==> config.mk <==
export PLATFORM = sky130hd
export DESIGN_NAME = neuron_input_bank_flat
export DESIGN_NICKNAME = d
export VERILOG_FILES = /design/src/rtl/neuron_input_bank_if.sv /design/src/rtl/neuron_input_bank.sv /design/src/flat_wrapper.sv
export SDC_FILE = /design/constraint.sdc
export NUM_CORES = 1
export LEC_CHECK = 0
export CAP_MARGIN = 20
export CORE_ASPECT_RATIO = 0.6
export CORE_UTILIZATION = 41
export DETAILED_ROUTE_END_ITERATION = 12
export PLACE_DENSITY = 0.81
export SLEW_MARGIN = 20
export SYNTH_ARGS = -nofsm -noshare
export SYNTH_HDL_FRONTEND = slang
export SYNTH_SLANG_ARGS = --single-unit
==> constraint.sdc <==
create_clock -name clk -period 2.04 [get_ports clk]
set_input_delay 0.612 -clock clk [delete_from_list [all_inputs] [get_ports clk]]
set_output_delay 0.612 -clock clk [all_outputs]
set_load 0.1 [all_outputs]
==> src/rtl/neuron_input_bank_if.sv <==
// Stream interface of the neuron input bank.
// It carries the external load stream (in_*) and the drain stream (out_*).
// The master is the data source/sink side. The slave is the bank.
interface neuron_input_bank_if #(
  parameter int DATA_W = 8
);
  logic              in_valid;
  logic [DATA_W-1:0] in_data;
  logic              in_ready;
  logic              out_valid;
  logic [DATA_W-1:0] out_data;
  logic              out_ready;

  modport master (
    output in_valid, in_data, out_ready,
    input  in_ready, out_valid, out_data
  );

  modport slave (
    input  in_valid, in_data, out_ready,
    output in_ready, out_valid, out_data
  );
endinterface

==> src/rtl/neuron_input_bank.sv <==
// neuron_input_bank: N_CH registered neuron inputs shared by one layer.
// Modes (driven by the layer sequencer):
//   00 LOAD_EXT : shift in external words; a full bank drops the word and sets err.
//   01 HOLD     : keep all state.
//   10 FEEDBACK : reload every channel from the neuron outputs.
//   11 DRAIN    : shift words out of r[N_CH-1] onto the output stream.
// Optional build macro NEURON_INPUT_BANK_RELU_EN: when it is defined,
// FEEDBACK loads negative neuron outputs as zero.
// The DATA_W of the interface instance must match the DATA_W of this module.
module neuron_input_bank #(
  parameter int DATA_W = 8,
  parameter int N_CH   = 4,
  parameter int CNT_W  = 3
) (
  input  logic                     clk,
  input  logic                     rstn,
  input  logic [1:0]               mode,
  neuron_input_bank_if.slave       bus,
  input  logic [N_CH*DATA_W-1:0]   neuron_out,
  output logic [N_CH*DATA_W-1:0]   neuron_in,
  output logic [CNT_W-1:0]         fill_cnt,
  output logic                     bank_full,
  output logic                     err
);

  localparam logic [1:0]       LOAD_EXT = 2'b00;
  localparam logic [1:0]       FEEDBACK = 2'b10;
  localparam logic [1:0]       DRAIN    = 2'b11;
  localparam logic [CNT_W-1:0] FULL_CNT = CNT_W'(N_CH);

  logic [DATA_W-1:0] r     [N_CH];
  logic [DATA_W-1:0] r_nxt [N_CH];
  logic [CNT_W-1:0]  cnt_nxt;
  logic              err_nxt;
  logic              load_fire;
  logic              drain_fire;

`ifdef NEURON_INPUT_BANK_RELU_EN
  // Negative (two's complement) activations are clamped to zero on reload.
  function automatic logic [DATA_W-1:0] fb_word(input logic [DATA_W-1:0] w);
    return w[DATA_W-1] ? '0 : w;
  endfunction
`else
  // Activations are reloaded verbatim.
  function automatic logic [DATA_W-1:0] fb_word(input logic [DATA_W-1:0] w);
    return w;
  endfunction
`endif

  // The handshakes depend only on registered state and mode. Both are held low during reset.
  assign bus.in_ready  = !rstn && (mode == LOAD_EXT) && (fill_cnt < FULL_CNT);
  assign bus.out_valid = !rstn && (mode == DRAIN) && (fill_cnt != '0);
  assign bus.out_data  = r[N_CH-1];
  assign load_fire     = bus.in_valid && bus.in_ready;
  assign drain_fire    = bus.out_valid && bus.out_ready;
  assign bank_full     = (fill_cnt == FULL_CNT);

  for (genvar g = 0; g < N_CH; g++) begin : g_out
    assign neuron_in[g*DATA_W +: DATA_W] = r[g];
  end

  // Next-state of the storage, the fill count and the sticky overrun flag.
  always_comb begin
    r_nxt   = r;
    cnt_nxt = fill_cnt;
    err_nxt = err;
    case (mode)
      LOAD_EXT: begin
        if (load_fire) begin
          r_nxt[0] = bus.in_data;
          for (int i = 1; i < N_CH; i++) r_nxt[i] = r[i-1];
          cnt_nxt = fill_cnt + CNT_W'(1);
        end else if (bus.in_valid && (fill_cnt == FULL_CNT)) begin
          err_nxt = 1'b1;
        end
      end
      FEEDBACK: begin
        for (int i = 0; i < N_CH; i++) r_nxt[i] = fb_word(neuron_out[i*DATA_W +: DATA_W]);
        cnt_nxt = FULL_CNT;
      end
      DRAIN: begin
        if (drain_fire) begin
          r_nxt[0] = '0;
          for (int i = 1; i < N_CH; i++) r_nxt[i] = r[i-1];
          cnt_nxt = fill_cnt - CNT_W'(1);
        end
      end
      default: ;
    endcase
  end

  // State registers. An asynchronous reset discards all contents.
  always_ff @(posedge clk or posedge rstn) begin
    if (rstn) begin
      for (int i = 0; i < N_CH; i++) r[i] <= '0;
      fill_cnt <= '0;
      err      <= 1'b0;
    end else begin
      r        <= r_nxt;
      fill_cnt <= cnt_nxt;
      err      <= err_nxt;
    end
  end

endmodule

==> src/flat_wrapper.sv <==
// flat-port wrapper written by rule: the top's interface ports become plain ports
module neuron_input_bank_flat 
#(
  parameter int DATA_W = 8,
  parameter int N_CH   = 4,
  parameter int CNT_W  = 3
)
  (clk, rstn, mode, neuron_out, neuron_in, fill_cnt, bank_full, err, bus_in_valid, bus_in_data, bus_out_ready, bus_in_ready, bus_out_valid, bus_out_data);
  neuron_input_bank_if #(.DATA_W(DATA_W)) bus_i ();
  input  logic clk;
  input  logic rstn;
  input  logic [1:0] mode;
  input  logic [N_CH*DATA_W-1:0] neuron_out;
  output logic [N_CH*DATA_W-1:0] neuron_in;
  output logic [CNT_W-1:0] fill_cnt;
  output logic bank_full;
  output logic err;
  input wire logic [$bits(bus_i.in_valid)-1:0] bus_in_valid;
  input wire logic [$bits(bus_i.in_data)-1:0] bus_in_data;
  input wire logic [$bits(bus_i.out_ready)-1:0] bus_out_ready;
  output wire logic [$bits(bus_i.in_ready)-1:0] bus_in_ready;
  output wire logic [$bits(bus_i.out_valid)-1:0] bus_out_valid;
  output wire logic [$bits(bus_i.out_data)-1:0] bus_out_data;
  assign bus_i.in_valid = bus_in_valid;
  assign bus_i.in_data = bus_in_data;
  assign bus_i.out_ready = bus_out_ready;
  assign bus_in_ready = bus_i.in_ready;
  assign bus_out_valid = bus_i.out_valid;
  assign bus_out_data = bus_i.out_data;
  neuron_input_bank #(.DATA_W(DATA_W), .N_CH(N_CH), .CNT_W(CNT_W)) u_core (.clk(clk), .rstn(rstn), .mode(mode), .bus(bus_i), .neuron_out(neuron_out), .neuron_in(neuron_in), .fill_cnt(fill_cnt), .bank_full(bank_full), .err(err));
endmodule
==> results.cfg, run 1 <==
[status]
status = complete, no violations

[routing]
wl_per_cell_um = 18.4
viasPerCell = 5.19
drt_pass1_iterations = 4
drtIter0Drc = 53
final_antenna_net_count = 0
remaining_drc_errors = 0
vias = 1718
routed_wl_um = 6110

[cells_and_area]
design_area_mm2 = 0.00380
nNetsFinal = 314
final_util = 0.828
fill_cells = 244
drive_above_1_share = 0.489
final_cells = 331
area_growth_pct = 93.1
diodes = 0

[synth]
yosys_warnings = 0
synth_top_area_frac = 0.458
synth-seq-cells = 36
synth_cell_types = 28
syn-cell-area_mm2 = 0.00197
synth_nets = 203
yosysSeqAreaShare = 0.458
synth_area_per_cell_um2 = 12.6
synthCells = 156
synth.area.top_cells = dfrtp_1 46%, mux2_2 17%, mux2_1 15%, o2bb2ai_1 3.6%, buf_4 3.1%
yosys.area.top_type = dfrtp_1

[floorplanning]
core_mm2 = 0.00459
die_h_um = 55.7
dieArea_mm2 = 0.00509
die_w_um = 91.4
io_pins = 93
rows = 19
start_util = 0.429

[sta]
finalCritPeriodShare = 0.990
worst_slew_pin_slew_ns = 0.460
finalMaxSlewViolations = 0
fmax_mhz = 495
hold_violations = 0
period_minus_slack_ns = 2.02
fin_skew_ns = 0.00398
fin_hold_ws_ns = 0.540
rsz0062_at_grt = true
setup_violations = 0
slew_headroom = 0.693

[placed_design]
hpwl_um = 4350
placed_cell_area_mm2 = 0.00357
dp_cells = 314
gp_congestion = 0.812
port_buffers = 92

[global_route]
antenna_found_initial = 0
grt_max_degree = 37
overflow = 0
grt_pass1_wl_um = 9810
grt_pass1_vias = 1877
grt_usage = 0.256

[worst_setup_path]
end_kind = primary output
critical_path_class = input pin to primary output
cp.arrival_ns = 1.41
cp_max_fo = 6
cp.required_ns = 1.43
start_kind = input pin

[cts]
clk_path_buf_depth = 2
clkTransAtPathRegs_ns = 0.07
cts_tree = done
clockRootBuffer = clkbuf_8
clkLatencyLatePin_ns = 0.28
clkSinkCount = 36
ctsHtreeMaxLevel = 2
ctsHoldBuffers = 0
numCtsBuffers = 5

[flow_run]
maxCapViolations = 0

[worst_hold_path]
hold_path.class = flop to flop
[logic make-up (layout without fill, tap and decap cells)]
logic type	count (synthesis)	count (layout)	synth area share
buf+inv	20	132	0.0674
flops	36	36	0.458
simple gates	25	25	0.0680
fa+ha+maj	1	1	0.0102
compound gates	18	18	0.0763
mux	56	56	0.320
[final cells by class]
type | instances | area (um2) | area share
clock buffers | 8 | 90.1 | 0.0237
flip-flops and latches | 36 | 912 | 0.240
well taps | 63 | 78.8 | 0.0207
repair buffers | 121 | 1700 | 0.446
inverters | 3 | 11.3 | 0.00296
multi-input cells | 100 | 1010 | 0.266
[state kept, by name (all words and copies together) (netlist names)]
signal / cells
u_core.bus.out_data: 8
u_core.err: 1
u_core.fill_cnt: 3
u_core.neuron_in: 24
[layer usage]
| metal | wire length, um | track usage | vias to the layer above | share of wire |
|---|---|---|---|---|
| met5 | 0 | 0 | - | 0 |
| met1 | 2440 | 0.318 | 839 | 0.40 |
| met4 | 138 | 0.0930 | 0 | 0.023 |
| met3 | 421 | 0.0642 | 13 | 0.069 |
| li1 | - | - | 783 | - |
| met2 | 3100 | 0.434 | 83 | 0.51 |
[timing repair]
item                       in CTS  in global routing
cloned                          2                  0
buffers inserted                7                  0
setup endpoints to repair      35                  1
resized for setup              28                  0
pin swaps                       4                  1
[stage by stage]
step                      worst slack, ns  setup TNS, ns
after detailed placement           -0.363         -12.40
after global placement             -0.332         -11.34
after global routing             -0.00889       -0.00889
after CTS                        -0.00213       -0.00213
final                              0.0199              0
after floorplan                    -0.419         -0.724
[cells in the mapped netlist]
cell,number
nand2b_1,3
mux2_1,27
fa_1,1
a21oi_1,2
buf_2,4
buf_6,3
nor3b_1,1
nand3b_1,1
o32a_1,2
nor3_1,1
o211ai_2,1
nor3_2,1
nor2b_1,1
nand2_1,12
clkbuf_1,2
o22ai_1,2
o21a_1,1
a31o_2,1
nor4_1,2
clkinv_1,1
o2bb2ai_1,8
buf_4,8
a41oi_1,1
mux2_2,29
inv_1,2
dfrtp_1,36
nor2_1,2
or4b_4,1
[placed cells by master (no fill, tap or decap), drive strengths merged, types with 3 or more instances in the layout]
cell / instances
o2bb2ai: 8
nand2: 12
nand2b: 3
buf: 79
clkdlybuf4s50: 41
clkbuf: 8
mux2: 56
dfrtp: 36
[worst max-delay path, stage by stage]
cell	delay, ns
buf_2	0.12
buf_6	0.13
nor4_4	0.33
buf_12	0.22
[final timing paths]
check                                    from  slack [ns]  depth (start not counted)              endpoint
max                                      rstn        0.02                          4          bus_in_ready
min                                u_core.err        0.54                          1            u_core.err
max reg2reg                u_core.fill_cnt[2]        0.06                          5  u_core.neuron_in[12]
min reg2reg                        u_core.err        0.54                          1            u_core.err
max in group asynchronous                rstn        1.06                          4    u_core.fill_cnt[1]
min in group asynchronous                rstn        0.62                          4    u_core.fill_cnt[2]
Power of run 1 is left out: the tool's default activity adds up to more than one toggle a clock period on the data nets, which glitch-free logic cannot reach.
==> run 2, diff against run 1 <==
CORE_MARGIN = 5   (was not set)
==> run 2 against run 1 <==
  * Sequential share of layout area grew 0.16 points
  * Cell area shrank 0.66%
  * Via count shrank 2.4%
  * Register-to-register slack lost 0.06 ns
  * Clock skew grew 0.0060 ns
  * Largest cell class unchanged
==> results.cfg, run 2 (same netlist as run 1, synthesis figures left out) <==
[cells_and_area]
design_area_mm2 = 0.00377
fill_cells = 251
final_common_cell = buf_12
diodes = 0
final_cell_mix = 49 x buf_12, 41 x clkdlybuf4s50_1, 33 x dfrtp_1, 29 x mux2_2, 23 x mux2_1
area_growth_pct = 91.8
drive_above_1_share = 0.485
largest_reg_flops = 24
nNetsFinal = 312

[cts]
numCtsBuffers = 5
clockRootBuffer = clkbuf_8
clk_path_buf_depth = 2
clkTransAtPathRegs_ns = 0.07
clkLatencyLatePin_ns = 0.29
clkSinkCount = 36
ctsHtreeMaxLevel = 2
cts_tree = done

[routing]
remaining_drc_errors = 0
vias = 1677
drt_pass1_iterations = 4
final_antenna_net_count = 0
routed_wl_um = 6150
viasPerCell = 5.10
wl_per_cell_um = 18.7
drtIter0Drc = 24

[placed_design]
hpwl_um = 4530
gp_congestion = 0.872
placed_cell_area_mm2 = 0.00357
port_buffers = 92

[worst_setup_path]
cp_max_fo = 8
critical_path_class = flop to flop
start_kind = flop
cp.arrival_ns = 2.21
cp.required_ns = 2.21
end_kind = flop

[floorplanning]
io_pins = 93
die_h_um = 63.7
dieArea_mm2 = 0.00633
rows = 19
core_mm2 = 0.00461
die_w_um = 99.4
start_util = 0.427

[status]
status = complete, no violations

[sta]
period_minus_slack_ns = 2.04
worst_slew_pin_slew_ns = 0.456
finalCritPeriodShare = 0.999
rsz0062_at_grt = true
fmax_mhz = 491
fin_skew_ns = 0.00996
hold_violations = 0
finalMaxSlewViolations = 0
setup_violations = 0
slew_headroom = 0.696

[global_route]
overflow = 0
grt_pass1_wl_um = 10100
grt_pass1_vias = 1849
antenna_found_initial = 0
grt_max_degree = 37
grt_usage = 0.206

[worst_hold_path]
hold_path.class = flop to flop

[flow_run]
maxCapViolations = 0
run 2: routing by layer:
layer  vias to the layer above  share of wire  global-route usage
met5                         -              0                   0
met4                         0         0.0071              0.0358
met3                         6          0.079              0.0838
met2                        65           0.48               0.326
met1                       830           0.44               0.269
li1                        776              -                   -
run 2: worst paths after layout:
check,start,endpoint,slack (ns),cells past startpoint
setup / recovery,u_core.fill_cnt[2],u_core.neuron_in[15],0.001,5
hold / removal,u_core.err,u_core.err,0.57,1
setup reg to reg,u_core.fill_cnt[2],u_core.neuron_in[15],0.001,5
hold reg to reg,u_core.err,u_core.err,0.57,1
max in group asynchronous,rstn,u_core.fill_cnt[2],0.92,4
min in group asynchronous,rstn,u_core.neuron_in[5],0.76,4
run 2: area by class of cell:
| cell class | instances | area, um2 | area share |
|---|---|---|---|
| Timing Repair Buffer | 119 | 1680 | 0.444 |
| Tap cell | 63 | 78.8 | 0.0209 |
| Inverter | 3 | 11.3 | 0.00298 |
| Clock inverter | 3 | 18.8 | 0.00497 |
| Sequential cell | 36 | 912 | 0.242 |
| Multi-Input combinational cell | 100 | 1010 | 0.267 |
| Clock buffer | 5 | 68.8 | 0.0182 |
run 2: stage by stage:
stage / util / instances / worst slack [ns] / hold WS, ns / setup TNS (ns)
3_3_place_gp: 0.774 / 314 / -0.389 / 0.526 / -12.87
4_1_cts: 0.820 / 330 / -0.0155 / 0.564 / -0.0155
2_1_floorplan: - / 156 / -0.419 / 0.764 / -0.724
3_5_place_dp: 0.774 / 314 / -0.430 / 0.544 / -13.73
5_1_grt: 0.819 / 329 / -0.0374 / 0.584 / -0.194
6_report: 0.819 / 329 / 0.00137 / 0.568 / 0
run 2: what timing repair did:
item,4_1_cts,5_1_grt
buffers inserted,6,0
pin swaps,3,4
gates cloned,2,0
resized for setup,19,4
hold endpoints to repair,0,0
endpoints found under the setup margin,35,34
hold buffers,0,0
run 2: worst max-delay path, stage by stage (launching register included):
cell,delay [ns]
dfrtp_4,0.49
buf_4,0.14
or4b_4,0.53
o211ai_4,0.12
bufbuf_16,0.31
mux2_1,0.32
Power of run 2 is left out for the same reason.
==> variant 1 (config.mk and constraints of run 2) <==
Add a define of `NEURON_INPUT_BANK_RELU_EN`.
--- a/src/rtl/neuron_input_bank.sv
+++ b/src/rtl/neuron_input_bank.sv
@@ -7,6 +7,8 @@
 // Optional build macro NEURON_INPUT_BANK_RELU_EN: when it is defined,
 // FEEDBACK loads negative neuron outputs as zero.
 // The DATA_W of the interface instance must match the DATA_W of this module.
+`define NEURON_INPUT_BANK_RELU_EN
+
 module neuron_input_bank #(
   parameter int DATA_W = 8,
   parameter int N_CH   = 4,
Check against the original RTL: not equivalent (a bounded check fails within 4 cycles, from zero or initial values and one cycle with rstn high).
==> variant 1 against run 2 <==
- sequential cell count stayed put
- critical path type is now in -> out
- setup slack better by 0.0076 ns
- die area shrank 0.72%
- wire length increased by 4.6%
- area after synthesis decreased by 0.83%
- design area decreased by 3.5%
- critical endpoint is now bus_in_ready
==> variant 1: results (changes against run 2) <==
* Worst Path Max Fanout at 2 (-6)
* Synthesized net count at 259 (+28%)
* Share of cells above drive strength 1 at 30.3% (-18 points)
* Initial antenna violation count at 0 (unchanged)
* Root Driver: clkbuf_8
* Most frequent cells after synthesis: a21oi_1 (77), dfrtp_1 (36), nor3b_1 (21)
* Via count of the first global-routing pass at 2,111 (+14%)
* Avg Inst Size Synth at 9.21 um2 (-27%)
* GR Util met1 at 27.5% (+0.57 points)
* Vias/cell at 5.51 (+8.0%)
* Worst Skew at 0.00229 ns (-0.00767 ns)
* Max Used Layer: met4
* Post-Synth XOR/XNOR Area at 0% (unchanged)
* First-pass GRT wire length at 10.4 mm (+2.4%)
* Final wirelength at 6.44 mm (+4.6%)
* Compound-cell area share of the yosys netlist at 28.5% (+21 points)
* Iter 0 DRT Violations at 119 (+400%)
* WL met2 at 2.91 mm (-0.68%)
* Met3 Use GR at 6.84% (-1.5 points)
* Hpwl dp at 4.89 mm (+7.8%)
* Top post-synthesis cells by area: dfrtp_1 (46%), a21oi_1 (20%), nor3b_1 (8.1%)
* Post-synthesis mux area share at 0% (-32 points)
* GP Congestion at 0.883 (+1.2%)
* Largest net degree at the start of global routing at 45 (+22%)
* Max Root-Sink Buffers at 2 (unchanged)
* Leak at 1.49 nW
* Status: completed
* Layout Cells excl Fill at 373 (+13%)
* HP Start: u_core.err$_DFFE_PP0P_
* Measured slew at the worst slew-check pin at 0.440 ns (-0.0167 ns)
* # diodes at 0 (unchanged)
* Clk pin slew, worst setup/hold paths at 0.07 ns (about the same)
* Adder-cell share of the synthesized area at 1.03% (+0.0085 points)
* Start point of the critical path: mode[1]
* Num CTS Buffers at 5 (unchanged)
* Worst Path Arrival at 1.42 ns (-0.79 ns)
* M1 WL at 2.81 mm (+4.5%)
* Inst Count DP at 363 (+16%)
* Gr usage total at 20.7% (+0.054 points)
* Sequential fraction of the synthesis area at 46.2% (+0.38 points)
* Synth-to-layout area growth at 86.6%
* WL met3 at 595 um (+22%)
* Cell variety after synth at 27 (-3.6%)
* Global Route met2 Usage at 31.3% (-1.3 points)
* Dpl ws at -0.398 ns (+0.0323 ns)
* Number of fillers in the final layout at 281 (+12%)
-- variant 1: cell type report --
class | count | area, um2 | share of cell area (%)
Timing Repair Buffer | 115 | 1600 | 43.9
Multi-Input combinational cell | 146 | 950 | 26.1
Sequential cell | 36 | 912 | 25.0
Tap cell | 63 | 78.8 | 2.16
Clock buffer | 7 | 76.3 | 2.10
Inverter | 5 | 21.3 | 0.584
Clock inverter | 1 | 5.00 | 0.137
-- variant 1: repair_timing --
item | in CTS | in global routing
setup endpoints to repair | 37 | 2
pin swaps | 2 | 1
gates cloned | 0 | 0
buffers inserted | 1 | 1
gates resized for setup | 12 | 3
-- variant 1: worst paths after layout --
kind	slack, ns	cells past startpoint	endpoint
max in group asynchronous	1.18	4	u_core.fill_cnt[1]$_DFFE_PP0P_
min reg2reg	0.54	1	u_core.err$_DFFE_PP0P_
max reg2reg	0.24	7	u_core.bus.out_data[3]$_DFFE_PP0P_
min in group asynchronous	0.65	4	u_core.neuron_in[7]$_DFFE_PP0P_
max	0.009	4	bus_in_ready
min	0.54	1	u_core.err$_DFFE_PP0P_
-- variant 1: through the flow --
stage,setup TNS (ns),instance area [um2]
6_report,0,3640
5_1_grt,0,3640
4_1_cts,0,3640
3_5_place_dp,-13.22,3540
3_3_place_gp,-11.47,3540
2_1_floorplan,-0.653,2060
-- variant 1: critical path, cell delays in order --
cell	delay, ns
buf_4	0.13
buf_6	0.12
nor4_4	0.34
buf_12	0.22
-- variant 1: report_power, final --
| group | internal, mW | leakage (nW) | switching, mW | total [mW] |
|---|---|---|---|---|
| combinational | 0.935 | 1.04 | 1.67 | 2.60 |
| clock | 0.240 | 0.0422 | 0.254 | 0.493 |
| sequential | 0.858 | 0.412 | 0.254 | 1.11 |
==> variant 2 (config.mk and constraints of run 2) <==
Without the edit above. Put one more register stage on the output `fill_cnt`, without a reset. The value now appears one clock later. The other outputs are not delayed to match.
--- a/src/rtl/neuron_input_bank.sv
+++ b/src/rtl/neuron_input_bank.sv
@@ -28,6 +28,8 @@
   localparam logic [1:0]       DRAIN    = 2'b11;
   localparam logic [CNT_W-1:0] FULL_CNT = CNT_W'(N_CH);
 
+  logic [CNT_W-1:0] fill_cnt_s0;
+
   logic [DATA_W-1:0] r     [N_CH];
   logic [DATA_W-1:0] r_nxt [N_CH];
   logic [CNT_W-1:0]  cnt_nxt;
@@ -48,12 +50,12 @@
 `endif
 
   // The handshakes depend only on registered state and mode. Both are held low during reset.
-  assign bus.in_ready  = !rstn && (mode == LOAD_EXT) && (fill_cnt < FULL_CNT);
-  assign bus.out_valid = !rstn && (mode == DRAIN) && (fill_cnt != '0);
+  assign bus.in_ready  = !rstn && (mode == LOAD_EXT) && (fill_cnt_s0 < FULL_CNT);
+  assign bus.out_valid = !rstn && (mode == DRAIN) && (fill_cnt_s0 != '0);
   assign bus.out_data  = r[N_CH-1];
   assign load_fire     = bus.in_valid && bus.in_ready;
   assign drain_fire    = bus.out_valid && bus.out_ready;
-  assign bank_full     = (fill_cnt == FULL_CNT);
+  assign bank_full     = (fill_cnt_s0 == FULL_CNT);
 
   for (genvar g = 0; g < N_CH; g++) begin : g_out
     assign neuron_in[g*DATA_W +: DATA_W] = r[g];
@@ -62,15 +64,15 @@
   // Next-state of the storage, the fill count and the sticky overrun flag.
   always_comb begin
     r_nxt   = r;
-    cnt_nxt = fill_cnt;
+    cnt_nxt = fill_cnt_s0;
     err_nxt = err;
     case (mode)
       LOAD_EXT: begin
         if (load_fire) begin
           r_nxt[0] = bus.in_data;
           for (int i = 1; i < N_CH; i++) r_nxt[i] = r[i-1];
-          cnt_nxt = fill_cnt + CNT_W'(1);
-        end else if (bus.in_valid && (fill_cnt == FULL_CNT)) begin
+          cnt_nxt = fill_cnt_s0 + CNT_W'(1);
+        end else if (bus.in_valid && (fill_cnt_s0 == FULL_CNT)) begin
           err_nxt = 1'b1;
         end
       end
@@ -82,7 +84,7 @@
         if (drain_fire) begin
           r_nxt[0] = '0;
           for (int i = 1; i < N_CH; i++) r_nxt[i] = r[i-1];
-          cnt_nxt = fill_cnt - CNT_W'(1);
+          cnt_nxt = fill_cnt_s0 - CNT_W'(1);
         end
       end
       default: ;
@@ -93,14 +95,18 @@
   always_ff @(posedge clk or posedge rstn) begin
     if (rstn) begin
       for (int i = 0; i < N_CH; i++) r[i] <= '0;
-      fill_cnt <= '0;
+      fill_cnt_s0 <= '0;
       err      <= 1'b0;
     end else begin
       r        <= r_nxt;
-      fill_cnt <= cnt_nxt;
+      fill_cnt_s0 <= cnt_nxt;
       err      <= err_nxt;
     end
   end
 
+  always_ff @(posedge clk) begin
+    fill_cnt <= fill_cnt_s0;
+  end
+
 endmodule
 
Formal check against the unedited RTL: not equivalent (Yosys sat finds a counterexample within 4 cycles, from zero or initial values and one cycle with rstn high).
==> variant 2 against run 2 <==
- sequential cell count up 3
- first-iteration DRC count rose by 33%
- synthesized cell count up 2.6%
- non-clock buffer count shrank 2
- critical path depth shrank 2
- setup slack improved by 0.0060 ns
- design area increased by 4.8%
- area after synthesis is 11% higher
- maximum frequency is 0.30% higher
- global-route usage fell by 2.1 points
- register-to-register slack improved by 0.15 ns
- wire length increased by 1.9%
Power is not shown: default switching activity piles up to over one toggle a cycle in this logic, so the estimate is an artifact.
==> variant 2: results (changes against run 2) <==
* Status: completed
* M1 WL at 2.69 mm (-0.26%)
* Layout Cells excl Fill at 333 (+1.2%)
* Layout non-clock buf frac at 42.3% (-2.1 points)
* Vias/cell at 5.17 (+1.5%)
* Post-synthesis mux area share at 34.0% (+1.9 points)
* Area of the multi-input gates at 1100 um2 (+9.7%)
* Clock network share of area at 2.97% (+0.65 points)
* Worst Path Max Fanout at 5 (-3)
* Clkbuf count at 6 (+1)
* Critical path's slowest cell: dfrtp_2
* Largest net degree at the start of global routing at 31 (-16%)
* Avg Inst Size Synth at 13.7 um2 (+8.3%)
* Inst Count DP at 319 (+1.6%)
* Seq/total area at 24.4% (+0.23 points)
* Placed cell area at 3740 um2 (+4.6%)
* Dpl ws at -0.442 ns (-0.0123 ns)
* RR Endpoint: u_core.neuron_in[22]$_DFFE_PP0P_
* Final net count at 313 (+0.32%)
* Synthesized net count at 207 (+2.0%)
* GR Util met1 at 22.8% (-4.1 points)
* Adder-cell share of the synthesized area at 0.915% (-0.10 points)
* WL met3 at 445 um (-8.6%)
* Worst-case hold slack at 0.411 ns (-0.157 ns)
* Hpwl dp at 4.81 mm (+6.2%)
* Gr usage total at 18.6% (-2.1 points)
* Sequential fraction of the synthesis area at 43.9% (-1.8 points)
* Fraction of area in multi-input gates at 27.9% (+1.3 points)
* Met3 Use GR at 6.49% (-1.9 points)
* Number of fillers in the final layout at 321 (+28%)
* WL met2 at 3.10 mm (+5.7%)
* Crit path largest cell delay at 0.45 ns (-0.08 ns)
* Synth-to-layout area growth at 80.8%
* Cell variety after synth at 32 (+14%)
* GP Congestion at 0.841 (-3.6%)
* Worst Skew at 0.0116 ns (+0.00165 ns)
* Hold WC Path Type: in -> async
* First-pass GRT wire length at 10.0 mm (-1.2%)
* Share of cells above drive strength 1 at 56.6% (+8.1 points)
* CP delay by family, top: flip-flops
* Worst reg2reg setup slack at 0.15 ns (+0.15 ns)
* Asr flop ratio synth at 92.3% (-7.7 points)
* Non-CTS buffers at 117 (-1.7%)
* Most frequent cells after synthesis: dfrtp_1 (36), mux2_4 (30), mux2_2 (26)
## variant 2: what timing repair did
| action | in CTS | in global routing |
|---|---|---|
| buffers inserted | 2 | 3 |
| cloned | 1 | 0 |
| resized for setup | 16 | 7 |
| pin swaps | 2 | 3 |
| endpoints found under the setup margin | 35 | 10 |
## variant 2: worst max-delay path by stage
| stage | from | depth (start not counted) | end | slack [ns] |
|---|---|---|---|---|
| 5_1_grt | u_core.fill_cnt_s0[2]$_DFFE_PP0P_ | 3 | bus_in_ready | -0.03 |
| 4_1_cts | mode[0] | 4 | bus_in_ready | -0.04 |
| 6_report | u_core.fill_cnt_s0[2]$_DFFE_PP0P_ | 3 | bus_in_ready | 0.007 |
| 3_5_place_dp | mode[0] | 5 | u_core.neuron_in[23]$_DFFE_PP0P_ | -0.44 |
| 3_3_place_gp | mode[0] | 6 | u_core.neuron_in[11]$_DFFE_PP0P_ | -0.39 |
| 2_1_floorplan | mode[0] | 3 | bus_in_ready | -0.49 |
